File: config.mk
export PLATFORM = sky130hd
export DESIGN_NAME = fdma_axi_wmaster
export DESIGN_NICKNAME = d
export VERILOG_FILES = /design/src/rtl/fdma_axi_pkg.sv /design/src/rtl/fdma_burst_calc.sv /design/src/rtl/fdma_axi_wmaster.sv
export SDC_FILE = /design/constraint.sdc
export NUM_CORES = 1
export LEC_CHECK = 0
export CORE_AREA = 2 2 148 150
export CTS_CLUSTER_SIZE = 30
export DETAILED_ROUTE_END_ITERATION = 16
export DIE_AREA = 0 0 150 152
export PLACE_DENSITY = 0.79
export SYNTH_ARGS = -nofsm -noshare
export SYNTH_HDL_FRONTEND = slang
export SYNTH_SLANG_ARGS = --single-unit
File: constraint.sdc
create_clock -name I_ui_clk -period 8.9 [get_ports I_ui_clk]
set_input_delay 2.225 -clock I_ui_clk [delete_from_list [all_inputs] [get_ports I_ui_clk]]
set_output_delay 2.225 -clock I_ui_clk [all_outputs]
set_load 0.1 [all_outputs]
File: src/rtl/fdma_axi_pkg.sv
// Shared AXI constants and a constant-evaluation log2 helper for the FDMA write master.
package fdma_axi_pkg;

  localparam logic [1:0]  AXI_BURST_INCR  = 2'b01;
  localparam logic [1:0]  AXI_RESP_OKAY   = 2'b00;
  localparam int unsigned AXI_4K_BOUNDARY = 4096;

  // Ceiling log2; used on parameters only, so it folds at elaboration.
  function automatic int unsigned clog2(input int unsigned value);
    int unsigned result;
    result = 0;
    while ((32'd1 << result) < value) begin
      result = result + 1;
    end
    return result;
  endfunction

endpackage

File: src/rtl/fdma_burst_calc.sv
// Burst length for the next AXI burst: min(remaining, max burst length, beats left in the 4 KB page).
module fdma_burst_calc
  import fdma_axi_pkg::*;
#(
  parameter int unsigned AXI_DATA_WIDTH    = 128,
  parameter int unsigned AXI_MAX_BURST_LEN = 256
) (
  input  logic [11:0] i_addr_lo,
  input  logic [15:0] i_remaining,
  output logic [8:0]  o_len
);

  localparam int unsigned BPB   = AXI_DATA_WIDTH / 8;
  localparam int unsigned SHIFT = clog2(BPB);
  localparam logic [12:0] MAX13 = 13'(AXI_MAX_BURST_LEN);

  logic [12:0] w_bytes_to_4k;
  logic [12:0] w_beats_to_4k;
  logic [12:0] w_cap;

  // Address is beat-aligned, so the page remainder divides exactly into beats.
  assign w_bytes_to_4k = 13'(AXI_4K_BOUNDARY) - {1'b0, i_addr_lo};
  assign w_beats_to_4k = w_bytes_to_4k >> SHIFT;

  // Clamp the page remainder to the AXI burst limit, then to the beats still owed.
  always_comb begin
    w_cap = (w_beats_to_4k < MAX13) ? w_beats_to_4k : MAX13;
    if ({3'b000, w_cap} > i_remaining) begin
      o_len = i_remaining[8:0];
    end else begin
      o_len = w_cap[8:0];
    end
  end

endmodule

File: src/rtl/fdma_axi_wmaster.sv
// FDMA write master: splits one FDMA write request into AXI4 INCR bursts, one burst in flight.
module fdma_axi_wmaster
  import fdma_axi_pkg::*;
#(
  parameter int unsigned AXI_DATA_WIDTH    = 128,
  parameter int unsigned AXI_ADDR_WIDTH    = 32,
  parameter int unsigned AXI_MAX_BURST_LEN = 256,
  parameter logic [3:0]  AXI_ID            = 4'd0
) (
  input  logic                        I_ui_clk,
  input  logic                        I_ui_rst,
  input  logic [AXI_ADDR_WIDTH-1:0]   I_fdma_waddr,
  input  logic                        I_fdma_wareq,
  input  logic [15:0]                 I_fdma_wsize,
  output logic                        O_fdma_wbusy,
  output logic                        O_fdma_wvalid,
  input  logic [AXI_DATA_WIDTH-1:0]   I_fdma_wdata,
  output logic                        O_fdma_werr,
  output logic [3:0]                  M_AXI_AWID,
  output logic [AXI_ADDR_WIDTH-1:0]   M_AXI_AWADDR,
  output logic [7:0]                  M_AXI_AWLEN,
  output logic [2:0]                  M_AXI_AWSIZE,
  output logic [1:0]                  M_AXI_AWBURST,
  output logic                        M_AXI_AWVALID,
  input  logic                        M_AXI_AWREADY,
  output logic [AXI_DATA_WIDTH-1:0]   M_AXI_WDATA,
  output logic [AXI_DATA_WIDTH/8-1:0] M_AXI_WSTRB,
  output logic                        M_AXI_WLAST,
  output logic                        M_AXI_WVALID,
  input  logic                        M_AXI_WREADY,
  input  logic [1:0]                  M_AXI_BRESP,
  input  logic                        M_AXI_BVALID,
  output logic                        M_AXI_BREADY
);

  localparam int unsigned BPB   = AXI_DATA_WIDTH / 8;
  localparam int unsigned SHIFT = clog2(BPB);
  localparam logic [AXI_ADDR_WIDTH-1:0] ADDR_MASK = ~(AXI_ADDR_WIDTH'(BPB - 1));

  localparam logic [1:0] S_IDLE = 2'd0;
  localparam logic [1:0] S_AW   = 2'd1;
  localparam logic [1:0] S_W    = 2'd2;
  localparam logic [1:0] S_B    = 2'd3;

  logic [1:0]                r_state;
  logic                      r_busy;
  logic                      r_werr;
  logic [AXI_ADDR_WIDTH-1:0] r_addr;
  logic [15:0]               r_remaining;
  logic [7:0]                r_awlen;
  logic [7:0]                r_beat;

  logic [AXI_ADDR_WIDTH-1:0] w_addr_align;
  logic [8:0]                w_cur_len;
  logic [AXI_ADDR_WIDTH-1:0] w_next_addr;
  logic [15:0]               w_next_rem;
  logic [11:0]               w_calc_addr;
  logic [15:0]               w_calc_rem;
  logic [8:0]                w_calc_len;
  logic [7:0]                w_awlen_nxt;
  logic                      w_in_w;
  logic                      w_wlast;

  assign w_addr_align = I_fdma_waddr & ADDR_MASK;
  assign w_cur_len    = {1'b0, r_awlen} + 9'd1;
  assign w_next_addr  = r_addr + (AXI_ADDR_WIDTH'(w_cur_len) << SHIFT);
  assign w_next_rem   = r_remaining - {7'd0, w_cur_len};

  // The length calculator serves both a fresh request (IDLE) and the follow-on burst (B).
  assign w_calc_addr  = (r_state == S_IDLE) ? w_addr_align[11:0] : w_next_addr[11:0];
  assign w_calc_rem   = (r_state == S_IDLE) ? I_fdma_wsize : w_next_rem;
  assign w_awlen_nxt  = 8'(w_calc_len - 9'd1);

  fdma_burst_calc #(
    .AXI_DATA_WIDTH   (AXI_DATA_WIDTH),
    .AXI_MAX_BURST_LEN(AXI_MAX_BURST_LEN)
  ) u_burst_calc (
    .i_addr_lo  (w_calc_addr),
    .i_remaining(w_calc_rem),
    .o_len      (w_calc_len)
  );

  assign w_in_w  = (r_state == S_W);
  assign w_wlast = w_in_w & (r_beat == r_awlen);

  assign O_fdma_wbusy  = r_busy;
  assign O_fdma_werr   = r_werr;
  assign O_fdma_wvalid = w_in_w & M_AXI_WREADY;
  assign M_AXI_AWID    = AXI_ID;
  assign M_AXI_AWADDR  = r_addr;
  assign M_AXI_AWLEN   = r_awlen;
  assign M_AXI_AWSIZE  = 3'(SHIFT);
  assign M_AXI_AWBURST = AXI_BURST_INCR;
  assign M_AXI_AWVALID = (r_state == S_AW);
  assign M_AXI_WDATA   = I_fdma_wdata;
  assign M_AXI_WSTRB   = '1;
  assign M_AXI_WLAST   = w_wlast;
  assign M_AXI_WVALID  = w_in_w;
  assign M_AXI_BREADY  = (r_state == S_B);

  // Request FSM with burst address/remaining bookkeeping and the in-burst beat counter.
  always_ff @(posedge I_ui_clk) begin
    if (I_ui_rst) begin
      r_state     <= S_IDLE;
      r_busy      <= 1'b0;
      r_werr      <= 1'b0;
      r_addr      <= '0;
      r_remaining <= '0;
      r_awlen     <= '0;
      r_beat      <= '0;
    end else begin
      case (r_state)
        S_IDLE: begin
          // A busy flag still set in IDLE is the one-cycle echo of a zero-size request.
          if (r_busy) begin
            r_busy <= 1'b0;
          end else if (I_fdma_wareq) begin
            r_busy <= 1'b1;
            if (I_fdma_wsize != 16'd0) begin
              r_addr      <= w_addr_align;
              r_remaining <= I_fdma_wsize;
              r_awlen     <= w_awlen_nxt;
              r_state     <= S_AW;
            end
          end
        end
        S_AW: begin
          if (M_AXI_AWREADY) begin
            r_beat  <= '0;
            r_state <= S_W;
          end
        end
        S_W: begin
          if (M_AXI_WREADY) begin
            if (w_wlast) begin
              r_state <= S_B;
            end else begin
              r_beat <= r_beat + 8'd1;
            end
          end
        end
        default: begin
          if (M_AXI_BVALID) begin
            if (M_AXI_BRESP != AXI_RESP_OKAY) begin
              r_werr <= 1'b1;
            end
            r_addr      <= w_next_addr;
            r_remaining <= w_next_rem;
            if (w_next_rem == 16'd0) begin
              r_busy  <= 1'b0;
              r_state <= S_IDLE;
            end else begin
              r_awlen <= w_awlen_nxt;
              r_state <= S_AW;
            end
          end
        end
      endcase
    end
  end

endmodule

* Word-level counts from Yosys, hierarchy flattened
Cells that the tools add are included.
Word-level totals: output and inout bits 200, input port bits 184, word-level logic and storage cells 85, register bits after elaboration 68
Cells by class: bitwise gates (word level) 4, equal/unequal tests 12, mux-type cells 38, order comparisons 2, add/sub/neg operators 6, reduce and logical (&&, ||, !) cells 16
Operator list (count):
- 32-bit two-way mux | 4
- 16-bit two-way mux | 5
- 8-bit two-way mux | 9
- 32-bit one-hot mux with 2 select lines | 1
- 32-bit by 13-bit adder with 32-bit output | 1
- 16-bit one-hot mux with 2 select lines | 1
- 8-bit one-hot mux with 2 select lines | 2
- 9-bit by 16-bit greater-than comparator with 1-bit output | 1
- 16-bit zero test | 1
- 16-bit nonzero test | 1
- 16-bit by 9-bit subtractor with 16-bit output | 1
- 2-bit two-way mux | 7
- 13-bit by 12-bit subtractor with 13-bit output, first input constant | 1
- 12-bit two-way mux | 1
- 2-bit inequality test, second input constant | 6
- 8-bit by 1-bit adder with 9-bit output, second input constant | 1
- 9-bit < comparator, second input constant | 1
- 9-bit two-way mux | 1
- 8-bit by 1-bit adder with 8-bit output, second input constant | 1
- 8-bit == test | 1
- 2-bit nonzero test | 4
- 8-bit by 1-bit subtractor with 8-bit output, second input constant | 1
- 7-bit AND reduction | 1
- 2-bit one-hot mux with 3 select lines | 1
- 15 further kinds | 24

* Longest topological paths before layout
Gate-level depths: netlist of the first run.
depth in word-level cells 13, depth in mapped cells 31, gate-level depth less buffers 27

* Cells and area by module
From an unflattened synthesis of the first run, not the netlist that was laid out.
Second synthesis, totals: cell total of the unflattened synthesis 826, area, all modules 6424.9 um^2
By module, submodules not included:
- fdma_axi_wmaster | cells an instance 765, area an instance 5874.4 um^2, times used 1
- fdma_burst_calc | cells an instance 61, area an instance 550.5 um^2, times used 1

* Least setup slack after synthesis of the first run
No wires, ideal clock.
kind input-to-reg, from input I_fdma_waddr[8], to register r_awlen[6] (netlist: M_AXI_AWLEN[6]), buffers on the path 0, setup slack 2938 ps, stages 20, library setup time 80 ps, arrival 5882 ps, required time 8820 ps, cells stage by stage and2_1 a311oi_1 nand3_1 nor3_2 nand4_2 and2_2 ha_1 nor2b_1 o211ai_1 a21oi_1 o31a_1 nand4_1 or3_4 a21oi_1 ha_1 nand2b_1 a2111oi_1 xor2_1 nand2_1 a211oi_2
Between the ends: word-level cells in the longest chain between the ends 11, elaborated cells on any way between the ends 13, classes of those cells add/sub (2); order compare (2); mux (9)
Ends and longest elaborated chain:
- start, declared | line fdma_axi_wmaster.sv:12 | input logic [AXI_ADDR_WIDTH-1:0] I_fdma_waddr,
- 12-bit two-way mux (*) | line fdma_axi_wmaster.sv:70 | assign w_calc_addr = (r_state == S_IDLE) ? w_addr_align[11:0] : w_next_addr[11:0];
- 13-bit by 12-bit subtractor with 13-bit output (*) | line fdma_burst_calc.sv:22 | assign w_bytes_to_4k = 13'(AXI_4K_BOUNDARY) - {1'b0, i_addr_lo};
- 9-bit < comparator | line fdma_burst_calc.sv:27 | w_cap = (w_beats_to_4k < MAX13) ? w_beats_to_4k : MAX13;
- 9-bit two-way mux (*) | line fdma_burst_calc.sv:27
- 9-bit by 16-bit greater-than comparator with 1-bit output | line fdma_burst_calc.sv:28 | if ({3'b000, w_cap} > i_remaining) begin
- 8-bit two-way mux (*) | line fdma_burst_calc.sv:28
- 8-bit by 1-bit subtractor with 8-bit output (*) | line fdma_axi_wmaster.sv:72 | assign w_awlen_nxt = 8'(w_calc_len - 9'd1);
- 8-bit two-way mux | line fdma_axi_wmaster.sv:119 | if (I_fdma_wsize != 16'd0) begin
- 8-bit two-way mux | line fdma_axi_wmaster.sv:117 | end else if (I_fdma_wareq) begin
- 8-bit two-way mux | line fdma_axi_wmaster.sv:115 | if (r_busy) begin
- 8-bit one-hot mux with 2 select lines (*) | line fdma_axi_wmaster.sv:112 | case (r_state)
- end signal, assigned | line fdma_axi_wmaster.sv:122 | r_awlen <= w_awlen_nxt;
- end signal, assigned | line fdma_axi_wmaster.sv:153 | r_awlen <= w_awlen_nxt;
- end, declared | line fdma_axi_wmaster.sv:50 | logic [7:0] r_awlen;
Mark *: on every way between the ends. The rest lies on a longest branch, timed or not. The select of a mux whose other input is x is not followed. A chain may end at the register's enable or synchronous reset.

* Worst setup path after layout of the first run
Ends and elaborated chain as after synthesis.

==> key figures, run 1 <==
Final layout
  – Area Overhead vs Synth: 6.078%
  – Fill cells: 2270
  – Fin util: 33.35%
  – Fraction of layout instances using a drive strength above 1: 6.280%
  – Final net count: 1046
  – Diode count: 0
  – Reg area: 1281 sq um
  – Multi-input logic area: 4084 sq um

Synthesis
  – Number of enable flip-flop cells after synthesis: 0
  – Yosys warning total: 0
  – Post-Syn Area: 6711 sq um
  – Sequential area share after synthesis: 19.09%
  – Syn Area/Cell: 7.644 sq um
  – Yosys cell types: 84
  – Asr flop ratio synth: 0%
  – #FFs+latches synth: 64
  – Main synth FF type: dfxtp_1
  – Cells after synthesis: 878

Clocking
  – CTS tree: built
  – Num CTS Buffers: 9
  – Clock-pin slew on the worst setup and hold paths: 0.06 ns
  – Clk root buf: clkbuf_16
  – Postcts setup bufs: 0
  – H-tree depth: 3
  – Hold buffer count at CTS: 0
  – CTS Sinks: 64
  – Clock Path Buffers: 2
  – Worst-Skew Late Latency: 0.34 ns
  – Cts repair resizes: 0

Floorplan
  – Die Footprint: 22800 sq um
  – Chip height: 152 um
  – Initial Util: 31.43%
  – IO Pins: 384
  – Cell Rows: 54
  – Die W: 150 um
  – Core Footprint: 21350 sq um

Timing
  – Worst rel slew slack: 31.86%
  – WHS: 0.4575 ns
  – Actual slew at the worst max-slew pin: 1.019 ns
  – Post-route clock period utilization: 74.41%
  – RSZ-0062 raised after global routing: false
  – Fmax: 0.1510 GHz
  – Period minus WS final: 6.622 ns
  – Final TNS setup: 0 ns
  – Setup violators final: 0
  – Max-slew violation count: 0
  – Worst Skew: 0.008888 ns
  – Final hold violations: 0

Drt
  – ANT nets after route: 0
  – DR pass1 iterations: 7
  – DR DRC count: 0
  – First DRT Iteration DRCs: 395
  – Drt wl/cell: 17.07 um
  – Via density: 5.394
  – Post-Route WL: 18910 um
  – Via count: 5977

Setup path
  – Reg-to-Reg End: M_AXI_AWLEN[6]$_SDFFE_PP0P_
  – Crit. End Element: flop
  – R2R Setup Slk: 2.80 ns
  – Worst r2r src: M_AXI_AWLEN[0]$_SDFFE_PP0P_
  – R2R cell count: 24
  – Crit path launch: I_fdma_waddr[8]
  – Worst setup path class: in -> reg
  – Slowest-stage cell, CP: or3_4
  – CP delay by family, top: simple AND/OR/NAND/NOR gates
  – Critical path arrival: 6.89 ns
  – Critical path's largest stage delay: 0.49 ns
  – Critical path buffers and inverters: 1
  – Worst endpoint required time: 9.17 ns
  – CP Max Fanout: 7
  – Crit path cell chain: clkdlybuf4s50_1, and2_1, a311oi_1, nand3_1, nor3_2, nand4_2, and2_2, ha_1, nor2b_1, o211ai_1, a21oi_1, o31a_1, nand4_1, or3_4, a21oi_1, ha_1, nand2b_1, a2111oi_1, xor2_1, nand2_1, a211oi_2
  – Setup crit start kind: input port

Placed design
  – Buffers on Ports: 94
  – HPWL after detailed placement: 14100 um
  – Final RePlAce weighted congestion: 0.8723

Flow run
  – Max cap viols: 0

Power and ir drop
  – Maximum vdd drop: 0.3030 mV
  – Cell Pwr Density: 493.7 nW/um^2
  – LEAKAGE: 2.742 nW
  – Final Power: 3.514 mW

Hold path
  – Min-delay src: O_fdma_werr$_SDFFE_PP0P_
  – Tightest Hold Check Type: reg -> reg
  – Hold Path End: O_fdma_werr$_SDFFE_PP0P_
  – Hold Path Stages: 2

Global route
  – First-pass GRT wire length: 29460 um
  – GRT overflow: 0
  – Largest net degree at the start of global routing: 62
  – Vias in the first global route: 5626
  – Initial antenna violation count: 0
  – GRT Total Usage: 16.36%

Outcome
  – Outcome: finished clean
cell type report:
class | count | share of cell area [%]
timing repair buffer | 98 | 13.57
multi-input combinational | 619 | 57.36
inverter | 31 | 1.634
sequential | 64 | 18.00
clock buffer | 10 | 3.357
tap | 280 | 4.921
clock inverter | 6 | 1.160
routing by layer:
layer,track usage [%],vias up,part of all wire [%]
li1,-,2847,-
met1,18.29,2757,39
met2,26.33,270,46
met3,5.075,103,8.4
met4,11.32,0,6.6
met5,0,-,0
kinds of logic after synthesis:
logic type                 after synthesis  synth area share, %
DFF                                     64                19.09
and+or+nand+nor                        292                22.26
other                                    2               0.1119
xor gates and xnor gates                44                5.742
AOI/OAI and AO/OA                      202                21.76
adders and majority gates               39                7.494
muxes                                   11                1.734
buffers and inverters                  224                21.81
cell usage after synthesis (all sizes together), types with 12 or more instances:
| library cell | instances | area [sq um] |
|---|---|---|
| nand3 | 31 | 155.2 |
| o21a | 13 | 97.59 |
| xnor2 | 16 | 140.1 |
| nor3 | 26 | 145.1 |
| xor2 | 28 | 245.2 |
| nor2 | 83 | 311.6 |
| o21ai | 32 | 160.2 |
| inv | 31 | 116.4 |
| clkbuf | 23 | 86.33 |
| ha | 37 | 462.9 |
| buf | 170 | 1261 |
| nor4 | 15 | 108.9 |
| nand4 | 12 | 81.33 |
| and3 | 14 | 87.58 |
| a211oi | 28 | 225.2 |
| a21oi | 49 | 252.8 |
| nand2 | 57 | 214.0 |
| dfxtp | 64 | 1281 |
layout by cell type, fill, tap and decap left out, types with 28 or more instances in the layout:
cell type | Yosys | routed
inv_1 | 30 | 30
ha_1 | 37 | 36
conb_1 | 2 | 31
nor2_1 | 83 | 83
nand3_1 | 31 | 31
xor2_1 | 28 | 28
a21oi_1 | 47 | 47
o21ai_0 | 28 | 28
dfxtp_1 | 64 | 64
clkdlybuf4s50_1 | 0 | 93
nand2_1 | 57 | 57
worst max path at each step:
stage,to,cells past startpoint
6_report,M_AXI_AWLEN[6]$_SDFFE_PP0P_,21
5_1_grt,M_AXI_AWLEN[6]$_SDFFE_PP0P_,21
4_1_cts,M_AXI_AWLEN[6]$_SDFFE_PP0P_,21
3_5_place_dp,M_AXI_AWLEN[6]$_SDFFE_PP0P_,21
3_3_place_gp,M_AXI_AWLEN[6]$_SDFFE_PP0P_,21
2_1_floorplan,M_AXI_AWLEN[6]$_SDFFE_PP0P_,20
flip-flops by register name, indices dropped and copies added (netlist names):
signal,cells
M_AXI_AWADDR,28
r_remaining,16
M_AXI_AWLEN,8
r_beat,8
r_state,2
O_fdma_wbusy,1
O_fdma_werr,1
through the flow:
| stage | setup WS, ns | instances | instance area, sq um |
|---|---|---|---|
| 4_1_cts | 2.305 | 1108 | 7119 |
| 3_3_place_gp | 1.969 | 1092 | 6798 |
| 3_5_place_dp | 1.994 | 1092 | 6798 |
| 5_1_grt | 1.929 | 1108 | 7119 |
| 2_1_floorplan | 2.938 | 907 | 6820 |
| 6_report | 2.278 | 1108 | 7119 |
power by group:
part	total (mW)	switching, mW	leakage (nW)	internal, mW
Clock	0.391	0.140	0.158	0.251
Sequential	0.520	0.125	0.527	0.396
Combinational	2.60	1.78	2.06	0.821
worst min-delay path, stage by stage (launching register included):
cell	delay, ns
dfxtp_1	0.31
inv_1	0.05
a21oi_1	0.05
Power figures use the tool's default switching activity.
==> run 2, diff against run 1 <==
Settings changed: CORE_AREA 2 2 148 150 to 2 2 149 151, DIE_AREA 0 0 150 152 to 0 0 151 153, PLACE_DENSITY 0.79 to 0.78.
Clock period 8.9 ns to 6.1 ns, I/O delays scaled along.
==> key figures, run 2 (synthesis gave the netlist of run 1 again) <==
Outcome
  – Outcome: finished clean

Global route
  – GRT Total Usage: 16.43% (+0.064 points)
  – Largest net degree at the start of global routing: 62 (unchanged)
  – Initial antenna violation count: 0 (unchanged)
  – GRT overflow: 0 (unchanged)
  – Vias in the first global route: 5923 (+5.3%)
  – First-pass GRT wire length: 30060 um (+2.0%)

Final layout
  – Most frequent cells in the layout: clkdlybuf4s50_1, nor2_1, dfxtp_1
  – Area Overhead vs Synth: 8.669%
  – Fraction of layout instances using a drive strength above 1: 9.102% (+2.8 points)
  – Reg area: 1284 sq um (+0.20%)
  – Max reg flops: 28 (unchanged)
  – Fin util: 33.94% (+0.60 points)
  – Most common cell after layout, fill and taps aside: clkdlybuf4s50_1
  – Multi-input logic area: 4139 sq um (+1.3%)
  – Finished Layout Cells: 1127 (+1.7%)
  – Design area: 7293 sq um (+2.4%)
  – Fill cells: 2283 (+0.57%)
  – Final net count: 1064 (+1.7%)

Timing
  – Setup violators final: 0 (unchanged)
  – Fmax: 0.1779 GHz
  – Worst rel slew slack: 33.75% (+1.9 points)
  – Worst setup margin: 0.4778 ns (-1.800 ns)
  – Final TNS setup: 0 ns (unchanged)
  – Period minus WS final: 5.622 ns
  – Post-route clock period utilization: 92.17%
  – Final hold violations: 0 (unchanged)
  – Worst Skew: 0.009200 ns (+0.0003127 ns)
  – Max-slew violation count: 0 (unchanged)
  – RSZ-0062 raised after global routing: false
  – WHS: 0.4515 ns (-0.005932 ns)
  – Actual slew at the worst max-slew pin: 0.9906 ns (-0.02834 ns)

Setup path
  – Worst setup path class: in -> reg
  – R2R Setup Slk: 0.48 ns (-2.32 ns)
  – Critical path arrival: 5.88 ns (-1.01 ns)
  – Slowest-stage cell, CP: clkdlybuf4s50_1
  – CP Max Fanout: 5 (-2)
  – Most used cell, CP: ha_1
  – Critical path's largest stage delay: 0.45 ns (-0.04 ns)
  – Worst endpoint required time: 6.36 ns (-2.81 ns)
  – R2R cell count: 25 (+4.2%)
  – Critical path buffers and inverters: 4 (+3)
  – Crit path cell chain: clkdlybuf4s50_1, mux2i_1, ha_1, nand3_1, nor3_4, nand3_1, mux2_2, inv_1, ha_1, nand4_1, o32a_1, o31a_1, nand4_1, buf_4, nor3_2, a21boi_0, ha_1, buf_4, and4_1, xnor2_1, a21oi_1, a211oi_2
  – Setup crit start kind: input port
  – CP delay by family, top: simple AND/OR/NAND/NOR gates
  – Reg-to-Reg End: M_AXI_AWLEN[6]$_SDFFE_PP0P_
  – Worst r2r src: M_AXI_AWLEN[0]$_SDFFE_PP0P_
  – Crit. End Element: flop

Placed design
  – Dpl ws: -0.002016 ns (-1.996 ns)
  – Final RePlAce weighted congestion: 0.9095 (+4.3%)
  – Cells after DPL: 1108 (+1.5%)
  – Placed Area: 6917 sq um (+1.7%)
  – Buffers on Ports: 94 (unchanged)
  – HPWL after detailed placement: 14280 um (+1.3%)

Floorplan
  – IO Pins: 384 (unchanged)
  – Die Footprint: 23100 sq um (+1.3%)
  – Die W: 151 um (+0.67%)
  – Initial Util: 31.24% (-0.20 points)
  – Core Footprint: 21490 sq um (+0.63%)
  – Chip height: 153 um (+0.66%)
  – Cell Rows: 54 (unchanged)

Clocking
  – Clk root buf: clkbuf_16
  – CTS Sinks: 64 (unchanged)
  – Num CTS Buffers: 9 (unchanged)
  – Worst-Skew Late Latency: 0.35 ns (about the same)
  – Hold buffer count at CTS: 0 (unchanged)
  – H-tree depth: 3 (unchanged)
  – Clock Path Buffers: 2 (unchanged)
  – Clock-pin slew on the worst setup and hold paths: 0.06 ns (about the same)
  – CTS tree: built

Drt
  – Via count: 6039 (+1.0%)
  – Drt wl/cell: 16.83 um (-1.4%)
  – Via density: 5.358 (-0.67%)
  – ANT nets after route: 0 (unchanged)
  – DR DRC count: 0 (unchanged)
  – First DRT Iteration DRCs: 338 (-14%)
  – DR pass1 iterations: 5 (-2)
  – Post-Route WL: 18970 um (+0.31%)

Hold path
  – Min-delay src: O_fdma_werr$_SDFFE_PP0P_
  – Hold Path Stages: 2 (unchanged)
  – Tightest Hold Check Type: reg -> reg
  – Hold Path End: O_fdma_werr$_SDFFE_PP0P_

Flow run
  – Max cap viols: 0 (unchanged)

Power and ir drop
  – Cell Pwr Density: 720.0 nW/um^2 (+46%)
  – Maximum vdd drop: 0.4404 mV (+45%)
  – LEAKAGE: 2.833 nW (+3.3%)
  – Final Power: 5.251 mW (+49%)
==> run 2: changes by cell type in the layout (fill, tap and decap cells not counted), sizes merged <==
cell,before,now
buf,5,23
bufinv,2,1
clkbuf,10,13
clkinv,3,2
clkinvlp,1,0
diode,0,1
==> run 2: report_power, final <==
part | total, mW | internal (mW) | leakage, nW | switching, mW
Clock | 0.536 | 0.338 | 0.150 | 0.198
Sequential | 0.766 | 0.579 | 0.527 | 0.188
Combinational | 3.95 | 1.30 | 2.16 | 2.65
Total | 5.25 | 2.21 | 2.83 | 3.04
==> run 2: layout make-up <==
class	instances	share of cell area [%]
well taps	280	4.804
inverters	31	1.595
multi-input cells	619	56.75
clock inverters	3	0.5490
clock buffers	13	3.568
flip-flops and latches	64	17.60
repair buffers	116	15.10
diodes	1	0.03431
==> run 2: worst max-delay path by stage <==
| stage | start | end | slack (ns) | cells after the start |
|---|---|---|---|---|
| floorplan | M_AXI_AWLEN[1]$_SDFFE_PP0P_ | M_AXI_AWLEN[6]$_SDFFE_PP0P_ | 0.16 | 24 |
| global placement | I_fdma_waddr[8] | M_AXI_AWLEN[6]$_SDFFE_PP0P_ | 0.17 | 21 |
| detailed placement | I_fdma_waddr[8] | M_AXI_AWLEN[2]$_SDFFE_PP0P_ | -0.002 | 20 |
| CTS | M_AXI_AWLEN[0]$_SDFFE_PP0P_ | M_AXI_AWLEN[2]$_SDFFE_PP0P_ | 0.26 | 24 |
| global route | M_AXI_AWLEN[1]$_SDFFE_PP0P_ | M_AXI_AWLEN[6]$_SDFFE_PP0P_ | 0.02 | 26 |
| finish | I_fdma_waddr[4] | M_AXI_AWLEN[6]$_SDFFE_PP0P_ | 0.48 | 22 |
==> run 2: worst reg2reg max path: stages (launching register included) <==
cell and delay [ns]:
dfxtp_2 0.41, ha_1 0.21, nand3_1 0.14, xnor2_1 0.34, ha_1 0.37, o21ai_1 0.17, a31oi_2 0.10, and4b_1 0.27
a2111oi_4 0.34, nand4_2 0.21, and2_2 0.24, ha_1 0.29, nor2b_1 0.14, o211ai_1 0.09, a21oi_1 0.13, o31a_1 0.20
nand4_1 0.14, buf_4 0.19, nor3_2 0.33, a21boi_0 0.16, ha_1 0.24, buf_4 0.16, and4_1 0.15, xnor2_1 0.17
a21oi_1 0.11, a211oi_2 0.23
==> run 2: repair_timing <==
item                       CTS  global route
setup endpoints to repair    0             2
gates resized for setup      0            13
buffers inserted             0             2
==> run 2: routing by layer <==
layer	vias up	part of all wire (%)	global-route usage, %
li1	2884	-	-
met1	2818	41	18.52
met2	262	47	27.34
met3	75	6.8	4.806
met4	0	5.0	9.568
met5	-	0	0
